File: src/rtl/link_test_if.sv
// rtl/link_test_if.sv - link test controller handshake/status bundle
// Ports (slave view = controller):
//   in : start, abort, data_tx, data_rx
//   out: link_rst, busy, locked, done, fail, delay_o, err_count, bit_count, state_o
interface link_test_if #(
    parameter int CNT_W = 16
);
    logic             start;
    logic             abort;
    logic             data_tx;
    logic             data_rx;
    logic             link_rst;
    logic             busy;
    logic             locked;
    logic             done;
    logic             fail;
    logic [3:0]       delay_o;
    logic [CNT_W-1:0] err_count;
    logic [CNT_W-1:0] bit_count;
    logic [2:0]       state_o;

    modport master (
        output start, abort, data_tx, data_rx,
        input  link_rst, busy, locked, done, fail, delay_o, err_count, bit_count, state_o
    );

    modport slave (
        input  start, abort, data_tx, data_rx,
        output link_rst, busy, locked, done, fail, delay_o, err_count, bit_count, state_o
    );
endinterface

File: src/rtl/link_test_controller.sv
// rtl/link_test_controller.sv - link BER test sequencer (reset, settle, delay search, measure)
// Ports:
//   clk : data clock, rising edge
//   rst : asynchronous active-low reset
//   lnk : link_test_if.slave (control inputs, tx/rx bits, status/count outputs)
module link_test_controller #(
    parameter int RST_CYCLES    = 4,
    parameter int SETTLE_CYCLES = 16,
    parameter int MAX_DELAY     = 15,
    parameter int SYNC_LEN      = 32,
    parameter int WINDOW        = 1000,
    parameter int CNT_W         = 16
) (
    input logic      clk,
    input logic      rst,
    link_test_if.slave lnk
);
    typedef enum logic [2:0] {
        IDLE       = 3'd0,
        RESET_LINK = 3'd1,
        SETTLE     = 3'd2,
        ALIGN      = 3'd3,
        MEASURE    = 3'd4,
        DONE       = 3'd5,
        FAIL       = 3'd6
    } state_t;

    state_t             state_q, state_d;
    logic [31:0]        phase_q, phase_d;
    logic [3:0]         delay_q, delay_d;
    logic               flag_q, flag_d;
    logic [CNT_W-1:0]   err_q, err_d;
    logic [CNT_W-1:0]   bit_q, bit_d;
    logic               link_rst_q;
    logic [MAX_DELAY:1] tx_dly_q;
    logic [MAX_DELAY:0] taps;
    logic               mismatch;

    // taps[k] is data_tx delayed k cycles; tap 0 is the live input
    assign taps     = {tx_dly_q, lnk.data_tx};
    assign mismatch = lnk.data_rx ^ taps[delay_q];

    always_comb begin
        state_d = state_q;
        phase_d = phase_q;
        delay_d = delay_q;
        flag_d  = flag_q;
        err_d   = err_q;
        bit_d   = bit_q;
        case (state_q)
            IDLE, DONE, FAIL: begin
                if (lnk.start) begin
                    state_d = RESET_LINK;
                    phase_d = 32'(RST_CYCLES - 1);
                    delay_d = 4'd0;
                    flag_d  = 1'b0;
                    err_d   = '0;
                    bit_d   = '0;
                end
            end
            RESET_LINK: begin
                if (phase_q == 32'd0) begin
                    state_d = SETTLE;
                    phase_d = 32'(SETTLE_CYCLES - 1);
                end else begin
                    phase_d = phase_q - 32'd1;
                end
            end
            SETTLE: begin
                if (phase_q == 32'd0) begin
                    state_d = ALIGN;
                    phase_d = 32'(SYNC_LEN - 1);
                    delay_d = 4'd0;
                    flag_d  = 1'b0;
                end else begin
                    phase_d = phase_q - 32'd1;
                end
            end
            ALIGN: begin
                if (phase_q == 32'd0) begin
                    // last cycle of this candidate: its own mismatch still counts
                    if (!(flag_q || mismatch)) begin
                        state_d = MEASURE;
                        phase_d = 32'(WINDOW - 1);
                    end else if (delay_q < 4'(MAX_DELAY)) begin
                        delay_d = delay_q + 4'd1;
                        flag_d  = 1'b0;
                        phase_d = 32'(SYNC_LEN - 1);
                    end else begin
                        state_d = FAIL;
                    end
                end else begin
                    phase_d = phase_q - 32'd1;
                    flag_d  = flag_q | mismatch;
                end
            end
            MEASURE: begin
                bit_d = bit_q + 1'b1;
                if (mismatch && (err_q != {CNT_W{1'b1}})) begin
                    err_d = err_q + 1'b1;
                end
                // window length is tracked by phase so a narrow bit_count may wrap
                if (phase_q == 32'd0) begin
                    state_d = DONE;
                end else begin
                    phase_d = phase_q - 32'd1;
                end
            end
            default: state_d = IDLE;
        endcase
        // abort freezes all results for inspection and wins over start
        if (lnk.abort) begin
            state_d = IDLE;
            phase_d = phase_q;
            delay_d = delay_q;
            flag_d  = flag_q;
            err_d   = err_q;
            bit_d   = bit_q;
        end
    end

    always_ff @(posedge clk or negedge rst) begin
        if (!rst) begin
            state_q    <= IDLE;
            phase_q    <= 32'd0;
            delay_q    <= 4'd0;
            flag_q     <= 1'b0;
            err_q      <= '0;
            bit_q      <= '0;
            link_rst_q <= 1'b0;
            tx_dly_q   <= '0;
        end else begin
            state_q    <= state_d;
            phase_q    <= phase_d;
            delay_q    <= delay_d;
            flag_q     <= flag_d;
            err_q      <= err_d;
            bit_q      <= bit_d;
            link_rst_q <= (state_d == RESET_LINK);
            tx_dly_q   <= taps[MAX_DELAY-1:0];
        end
    end

    assign lnk.link_rst  = link_rst_q;
    assign lnk.busy      = (state_q == RESET_LINK) || (state_q == SETTLE) ||
                           (state_q == ALIGN) || (state_q == MEASURE);
    assign lnk.locked    = (state_q == MEASURE) || (state_q == DONE);
    assign lnk.done      = (state_q == DONE);
    assign lnk.fail      = (state_q == FAIL);
    assign lnk.delay_o   = delay_q;
    assign lnk.err_count = err_q;
    assign lnk.bit_count = bit_q;
    assign lnk.state_o   = state_q;
endmodule

File: src/flat_wrapper.sv
// flat-port wrapper written by rule: the top's interface ports become plain ports
module link_test_controller_flat 
#(
    parameter int RST_CYCLES    = 4,
    parameter int SETTLE_CYCLES = 16,
    parameter int MAX_DELAY     = 15,
    parameter int SYNC_LEN      = 32,
    parameter int WINDOW        = 1000,
    parameter int CNT_W         = 16
)
  (clk, rst, lnk_start, lnk_abort, lnk_data_tx, lnk_data_rx, lnk_link_rst, lnk_busy, lnk_locked, lnk_done, lnk_fail, lnk_delay_o, lnk_err_count, lnk_bit_count, lnk_state_o);
  link_test_if #(.CNT_W(CNT_W)) lnk_i ();
  input logic clk;
  input logic rst;
  input wire logic [$bits(lnk_i.start)-1:0] lnk_start;
  input wire logic [$bits(lnk_i.abort)-1:0] lnk_abort;
  input wire logic [$bits(lnk_i.data_tx)-1:0] lnk_data_tx;
  input wire logic [$bits(lnk_i.data_rx)-1:0] lnk_data_rx;
  output wire logic [$bits(lnk_i.link_rst)-1:0] lnk_link_rst;
  output wire logic [$bits(lnk_i.busy)-1:0] lnk_busy;
  output wire logic [$bits(lnk_i.locked)-1:0] lnk_locked;
  output wire logic [$bits(lnk_i.done)-1:0] lnk_done;
  output wire logic [$bits(lnk_i.fail)-1:0] lnk_fail;
  output wire logic [$bits(lnk_i.delay_o)-1:0] lnk_delay_o;
  output wire logic [$bits(lnk_i.err_count)-1:0] lnk_err_count;
  output wire logic [$bits(lnk_i.bit_count)-1:0] lnk_bit_count;
  output wire logic [$bits(lnk_i.state_o)-1:0] lnk_state_o;
  assign lnk_i.start = lnk_start;
  assign lnk_i.abort = lnk_abort;
  assign lnk_i.data_tx = lnk_data_tx;
  assign lnk_i.data_rx = lnk_data_rx;
  assign lnk_link_rst = lnk_i.link_rst;
  assign lnk_busy = lnk_i.busy;
  assign lnk_locked = lnk_i.locked;
  assign lnk_done = lnk_i.done;
  assign lnk_fail = lnk_i.fail;
  assign lnk_delay_o = lnk_i.delay_o;
  assign lnk_err_count = lnk_i.err_count;
  assign lnk_bit_count = lnk_i.bit_count;
  assign lnk_state_o = lnk_i.state_o;
  link_test_controller #(.RST_CYCLES(RST_CYCLES), .SETTLE_CYCLES(SETTLE_CYCLES), .MAX_DELAY(MAX_DELAY), .SYNC_LEN(SYNC_LEN), .WINDOW(WINDOW), .CNT_W(CNT_W)) u_core (.clk(clk), .rst(rst), .lnk(lnk_i));
endmodule
File: config.mk
export PLATFORM = sky130hd
export DESIGN_NAME = link_test_controller_flat
export DESIGN_NICKNAME = d
export VERILOG_FILES = /design/src/rtl/link_test_if.sv /design/src/rtl/link_test_controller.sv /design/src/flat_wrapper.sv
export SDC_FILE = /design/constraint.sdc
export NUM_CORES = 1
export LEC_CHECK = 0
export CELL_PAD_IN_SITES_DETAIL_PLACEMENT = 1
export CELL_PAD_IN_SITES_GLOBAL_PLACEMENT = 1
export CORE_UTILIZATION = 44
export DETAILED_ROUTE_END_ITERATION = 6
export MAX_ROUTING_LAYER = met4
export PLACE_DENSITY = 0.81
export SYNTH_ARGS = -nofsm -noshare
export SYNTH_HDL_FRONTEND = slang
export SYNTH_SLANG_ARGS = --single-unit
File: constraint.sdc
create_clock -name clk -period 4 [get_ports clk]
set_input_delay 0.8 -clock clk [delete_from_list [all_inputs] [get_ports clk]]
set_output_delay 0.8 -clock clk [all_outputs]
set_load 0.005 [all_outputs]
==> results of run 1 <==
per-stage QoR:
stage	hold WS [ns]	std cells	setup slack, ns	total power, uW	util
after floorplan	0.349	537	1.06	2030	-
after global placement	0.361	715	0.522	2370	0.511
after detailed placement	0.363	715	0.390	2440	0.511
after CTS	0.388	731	0.700	3150	0.531
after global routing	0.401	731	0.555	3350	0.531
final	0.382	731	0.689	3140	0.531
sequential cells by signal (all words and copies together) (netlist names):
| name | flops |
|---|---|
| u_core.lnk.delay_o | 4 |
| u_core.phase_q | 32 |
| u_core.flag_q | 1 |
| u_core.lnk.state_o | 3 |
| u_core.lnk.link_rst | 1 |
| u_core.lnk.bit_count | 16 |
| u_core.tx_dly_q | 15 |
| u_core.lnk.err_count | 16 |
per-layer routing:
layer	wire length (um)	part of all wire
met1	6310	0.46
met2	6800	0.50
met3	378	0.028
met4	233	0.017
met5	0	0
layout make-up:
type | instances | area, um2
Tap cell | 140 | 175
Multi-Input combinational cell | 402 | 2490
Fill cell | 1253 | 5080
Timing Repair Buffer | 62 | 586
Clock inverter | 7 | 96.3
Inverter | 23 | 86.3
Clock buffer | 9 | 124
Sequential cell | 88 | 2200
power groups by stage:
stage                     combinational [uW]  clock (uW)  sequential [uW]
after detailed placement                1280           0             1160
after global placement                  1230           0             1150
final                                   1300         699             1150
after floorplan                          929           0             1100
after CTS                               1290         716             1140
after global routing                    1430         754             1170
cell families (layout without fill, tap and decap cells):
group | Yosys count | in the layout | synth area share
flops | 88 | 88 | 0.450
fa+ha+maj | 6 | 6 | 0.0169
mux | 8 | 8 | 0.0294
xor+xnor | 22 | 22 | 0.0394
compound gates | 143 | 143 | 0.191
buf+inv | 47 | 101 | 0.0414
simple gates | 223 | 223 | 0.232
worst max-delay path: cells and delay by family, from the launching register on:
family / cells / cell delay [ns]
flops: 1 / 0.45
compound gates: 2 / 0.60
simple gates: 4 / 2.11
cell usage in the layout (no fill, tap or decap), types with 9 or more instances in the layout:
cell | netlist | routed
a21oi_1 | 30 | 30
buf_4 | 0 | 14
clkbuf_8 | 0 | 9
clkdlybuf4s50_1 | 0 | 48
dfrtp_1 | 88 | 88
inv_1 | 23 | 23
nand2_1 | 43 | 43
nand3_1 | 20 | 20
nand4_1 | 15 | 15
nor2_1 | 65 | 64
nor3_1 | 20 | 20
nor4_1 | 16 | 16
o21ai_0 | 48 | 48
o31ai_1 | 10 | 10
or4_1 | 10 | 10
xnor2_1 | 19 | 19
path summary, 6_finish.rpt:
path	cells past startpoint	start	end
min in group asynchronous	1	rst	u_core.lnk.err_count[6]
setup / recovery	6	u_core.phase_q[24]	u_core.phase_q[7]
hold / removal	0	u_core.tx_dly_q[9]	u_core.tx_dly_q[10]
setup reg to reg	6	u_core.phase_q[24]	u_core.phase_q[7]
max in group asynchronous	2	rst	u_core.tx_dly_q[4]
hold reg to reg	0	u_core.tx_dly_q[9]	u_core.tx_dly_q[10]
==> flow_summary.json, run 1 <==
{
  "diodes": 0,
  "critPathArrivalTime_ns": 3.55,
  "min_period_ns": 3.31,
  "ys_ff_latch": 88,
  "leakage_uw": 0.00231,
  "cts_max_path_buffers": 2,
  "seqPwrFrac": 0.365,
  "hold_violations": 0,
  "combPwrFrac": 0.413,
  "avgSynthCellArea_um2": 9.11,
  "synth.most_common_cell": "dfrtp_1",
  "drtIter0Drc": 293,
  "netSwitchingPower_uw": 1340,
  "port_buffers": 49,
  "power.density_nw_per_um2": 546,
  "hp-class": "flip-flop to flip-flop",
  "ys_warn_count": 0,
  "synth_area_leaders": "dfrtp_1, nor2_1, o21ai_0, xnor2_1, nand2_1",
  "yosysSeqAreaShare": 0.450,
  "antenna_found_initial": 0,
  "swShare": 0.427,
  "cp_max_fo": 8,
  "syn_nets": 549,
  "grt_max_degree": 64,
  "dp_hpwl_um": 9590,
  "track_usage": 0.268,
  "p_int_uw": 1800,
  "peakVddDrop_mv": 0.267,
  "post-route-period-util": 0.828,
  "finalSetupViolCount": 0,
  "syn_area_um2": 4890,
  "crit_required_ns": 4.24,
  "setup_tns_ns": 0,
  "routedWlPerCell_um": 18.8,
  "cts-buffers-inserted": 9,
  "die_area_um2": 11500,
  "final_max_slew_viol_count": 0,
  "gr-total-overflow": 0,
  "chipWidth_um": 107,
  "drt-vias-per-instance": 6.02,
  "clock_latency_ns": 0.39,
  "rows": 38,
  "io_pins": 50,
  "synth_top_area_frac": 0.450,
  "syn_to_final_growth_pct": 17.7,
  "synth_flop_cell": "dfrtp_1",
  "yosys.cell_types.count": 63,
  "cts_setup_buffers": 0,
  "final_area_um2": 5760,
  "cts-resized-gates": 0,
  "met1_usage": 0.346,
  "drive_gt1_frac": 0.0812,
  "pwr-share-clk": 0.222,
  "status": "complete, no violations",
  "clk_pin_slew_worst_paths_ns": 0.10,
  "r2r_slack_ns": 0.69,
  "critPathLaunchType": "flip-flop",
  "synth_largest_area_cell": "dfrtp_1",
  "drv_cap": 0,
  "hold_buffers": 0,
  "critical_path_class": "flip-flop to flip-flop",
  "fmax_mhz": 302,
  "synth-edff-count": 0,
  "drt_drc_violations_left": 0,
  "use_met2": 0.435,
  "tritoncts": "yes",
  "rsz0062_at_grt": "false",
  "cts_root_buf": "clkbuf_8",
  "grt_first_pass_wirelength_um": 23500,
  "grt_pass1_vias": 4660,
  "start_util": 0.451,
  "core_area_um2": 10800,
  "cp_common_cell": "or4_1",
  "synthArstFlopShare": 1.00,
  "busiest_layer": "met2",
  "dr.pass1.iters": 6,
  "gp_congestion": 0.859,
  "worstMarginPinSlew_ns": 1.06,
  "vias": 4399,
  "finalNetCount": 598,
  "grtUsageMet3": 0.0345,
  "die_h_um": 107,
  "critPathCaptureType": "flip-flop",
  "worstPathCellList": "or4_1 -> or4_1 -> or3_4 -> and3_1 -> a21oi_1 -> o21ai_0",
  "slowest_delay_ns": 0.66,
  "synth_cells": 537,
  "max_slew_margin": 0.282,
  "skew_ns": 0.0128,
  "cts.htree.levels": 3,
  "synth_common_cells": "dfrtp_1, nor2_1, o21ai_0",
  "dpl_cell_area_um2": 5540,
  "ant_nets": 0,
  "drt_wl_total_um": 13700,
  "cp_slowest_cell": "or4_1",
  "clock_sinks": 88
}
(Power assumes the default switching activity.)
==> inputs of run 2 (changes only) <==
--- a/config.mk
+++ b/config.mk
@@ -7,10 +7,10 @@
 export LEC_CHECK = 0
 export CELL_PAD_IN_SITES_DETAIL_PLACEMENT = 1
 export CELL_PAD_IN_SITES_GLOBAL_PLACEMENT = 1
-export CORE_UTILIZATION = 44
+export CORE_UTILIZATION = 40
 export DETAILED_ROUTE_END_ITERATION = 6
 export MAX_ROUTING_LAYER = met4
-export PLACE_DENSITY = 0.81
+export PLACE_DENSITY = 0.78
 export SYNTH_ARGS = -nofsm -noshare
 export SYNTH_HDL_FRONTEND = slang
 export SYNTH_SLANG_ARGS = --single-unit
==> constraint.sdc (replaced) <==
create_clock -name clk -period 2.8 [get_ports clk]
set_input_delay 0.56 -clock clk [delete_from_list [all_inputs] [get_ports clk]]
set_output_delay 0.56 -clock clk [all_outputs]
set_load 0.005 [all_outputs]
==> run 2 against run 1 <==
The flow now finishes with violations (setup timing). Worst hold slack worse by 0.18 ns. Largest power group unchanged. Via count grew 6.6%. Critical path type unchanged. Maximum frequency rose by 18%. Highest routed layer unchanged. Utilization up 0.81 points. Global-route usage shrank 0.82 points. Register-to-register slack lost 0.70 ns. Sequential share of layout area is 4.1 points lower.
==> flow_summary.json, run 2 (synthesized netlist as in run 1, its figures left out) <==
{
  "status": "finished, violations left",
  "violations": "setup timing",
  "top_register": "u_core.phase_q",
  "max_slew_margin": 0.589,
  "setup_tns_ns": -0.0127,
  "ant_nets": 0,
  "hp-class": "input pin to async pin",
  "dp_hpwl_um": 10500,
  "tritoncts": "yes",
  "antenna_found_initial": 0,
  "die_h_um": 113,
  "largest_register_ffs": 32,
  "drive_gt1_frac": 0.195,
  "drt-vias-per-instance": 5.95,
  "hold_violations": 0,
  "final_common_cell": "dfrtp_1",
  "clock_sinks": 88,
  "pwr-share-clk": 0.220,
  "worstPathCellList": "mux4_2 -> mux4_2 -> buf_6 -> xor2_4 -> o211ai_1 -> buf_4 -> nor4b_2 -> a211o_1",
  "r2r_slack_ns": -0.01,
  "clock_latency_ns": 0.35,
  "post-route-period-util": 1.00,
  "p_int_uw": 3080,
  "worstReg2RegStart": "u_core.lnk.delay_o[0]",
  "final_cell_mix": "dfrtp_1, nor2_1, buf_4, clkdlybuf4s50_1, o21ai_0",
  "drt_drc_violations_left": 0,
  "cts-buffers-inserted": 9,
  "grt_first_pass_wirelength_um": 25200,
  "fin_util": 0.539,
  "die_area_um2": 12700,
  "final_max_slew_viol_count": 0,
  "track_usage": 0.259,
  "cp_common_cell": "mux4_2",
  "grt_max_degree": 51,
  "port_buffers": 49,
  "io_pins": 50,
  "skew_ns": 0.00986,
  "core_area_um2": 12000,
  "drt_wl_total_um": 15800,
  "cp_slowest_cell": "mux4_2",
  "cts_root_buf": "clkbuf_16",
  "fill_cells": 1323,
  "swShare": 0.418,
  "drtIter0Drc": 220,
  "cts.htree.levels": 3,
  "grt_pass1_vias": 4884,
  "critical_path.endpoint": "u_core.lnk.delay_o[3]",
  "netSwitchingPower_uw": 2210,
  "peakVddDrop_mv": 0.424,
  "dr.pass1.iters": 4,
  "gp_congestion": 0.858,
  "critical_path_class": "flip-flop to flip-flop",
  "seqPwrFrac": 0.306,
  "critPathCaptureType": "flip-flop",
  "r2r_cells": 8,
  "crit_required_ns": 3.04,
  "fmax_mhz": 356,
  "start_util": 0.409,
  "cts_max_path_buffers": 2,
  "hold_buffers": 0,
  "critPathLaunch": "u_core.lnk.delay_o[0]",
  "critPathArrivalTime_ns": 3.05,
  "regToRegEndpoint": "u_core.lnk.delay_o[3]",
  "finalNetCount": 648,
  "diodes": 0,
  "post-place-ws_ns": -0.586,
  "drv_cap": 0,
  "cp_max_fo": 5,
  "fin_ws_ns": -0.0127,
  "worstMarginPinSlew_ns": 0.612,
  "min_period_ns": 2.81,
  "syn_to_final_growth_pct": 31.9,
  "clk_pin_slew_worst_paths_ns": 0.07,
  "rows": 40,
  "gr-total-overflow": 0,
  "chipWidth_um": 113,
  "routedWlPerCell_um": 20.0,
  "finalSetupViolCount": 1,
  "vias": 4688,
  "power.density_nw_per_um2": 820,
  "rsz0062_at_grt": "true",
  "slowest_delay_ns": 0.55,
  "critPathLaunchType": "flip-flop",
  "combPwrFrac": 0.474,
  "report.power.total_uw": 5290,
  "leakage_uw": 0.00263
}
==> run 2: changes by cell type in the layout (fill, tap and decap cells not counted), moves of 6 or more <==
cell       change
buf_4         +39
clkbuf_16      +9
buf_6          +6
clkbuf_8       -9
==> run 2: worst max-delay path: cells and delay by family, from the launching register on <==
family,cells,cell delay [ns]
AO/OA/AOI/OAI,2,0.60
buffers and inverters,2,0.35
multiplexers,2,1.10
AND/OR/NAND/NOR,1,0.05
flip-flops,1,0.46
XOR/XNOR,1,0.15
==> run 2: layer usage <==
layer  GRT usage  up-vias  routed length, um
met2       0.433      102               8090
met4      0.0916        0                295
li1            -     2173                  -
met3      0.0362       26                527
met1       0.322     2387               6880
met5           -        -                  0
==> run 2: worst min-delay path by stage <==
stage | startpoint | end | cells after the start
after global placement | u_core.tx_dly_q[14] | u_core.tx_dly_q[15] | 0
after CTS | rst | u_core.lnk.delay_o[2] | 1
final | rst | u_core.lnk.bit_count[14] | 1
after floorplan | rst | u_core.flag_q | 0
after global routing | rst | u_core.lnk.bit_count[4] | 1
after detailed placement | u_core.tx_dly_q[3] | u_core.tx_dly_q[4] | 0
==> run 2: metrics by stage <==
stage | hold slack, ns | area (um2) | instances
after CTS | 0.225 | 6260 | 784
after detailed placement | 0.360 | 5910 | 765
after floorplan | 0.264 | 4910 | 537
final | 0.206 | 6450 | 788
after global routing | 0.250 | 6450 | 788
after global placement | 0.354 | 5910 | 765
==> run 2: repair_timing <==
| action | in CTS | in global routing |
|---|---|---|
| pin swaps | 12 | 13 |
| setup buffers | 3 | 4 |
| gates resized for setup | 13 | 28 |
| setup endpoints to repair | 27 | 31 |
==> run 2: power groups by stage <==
stage	Combinational, uW	Sequential (uW)	Clock [uW]
after floorplan	1370	1570	0
after global placement	2120	1610	0
after detailed placement	2200	1620	0
after CTS	2270	1600	1180
after global routing	2710	1640	1230
final	2510	1620	1160
==> run 2: layout make-up <==
| cell class | count | area (um2) | area share |
|---|---|---|---|
| Timing Repair Buffer | 112 | 1040 | 0.162 |
| Tap cell | 147 | 184 | 0.0285 |
| Sequential cell | 88 | 2200 | 0.342 |
| Inverter | 23 | 86.3 | 0.0134 |
| Multi-Input combinational cell | 402 | 2650 | 0.411 |
| Clock inverter | 7 | 55.1 | 0.00854 |
| Clock buffer | 9 | 225 | 0.0349 |
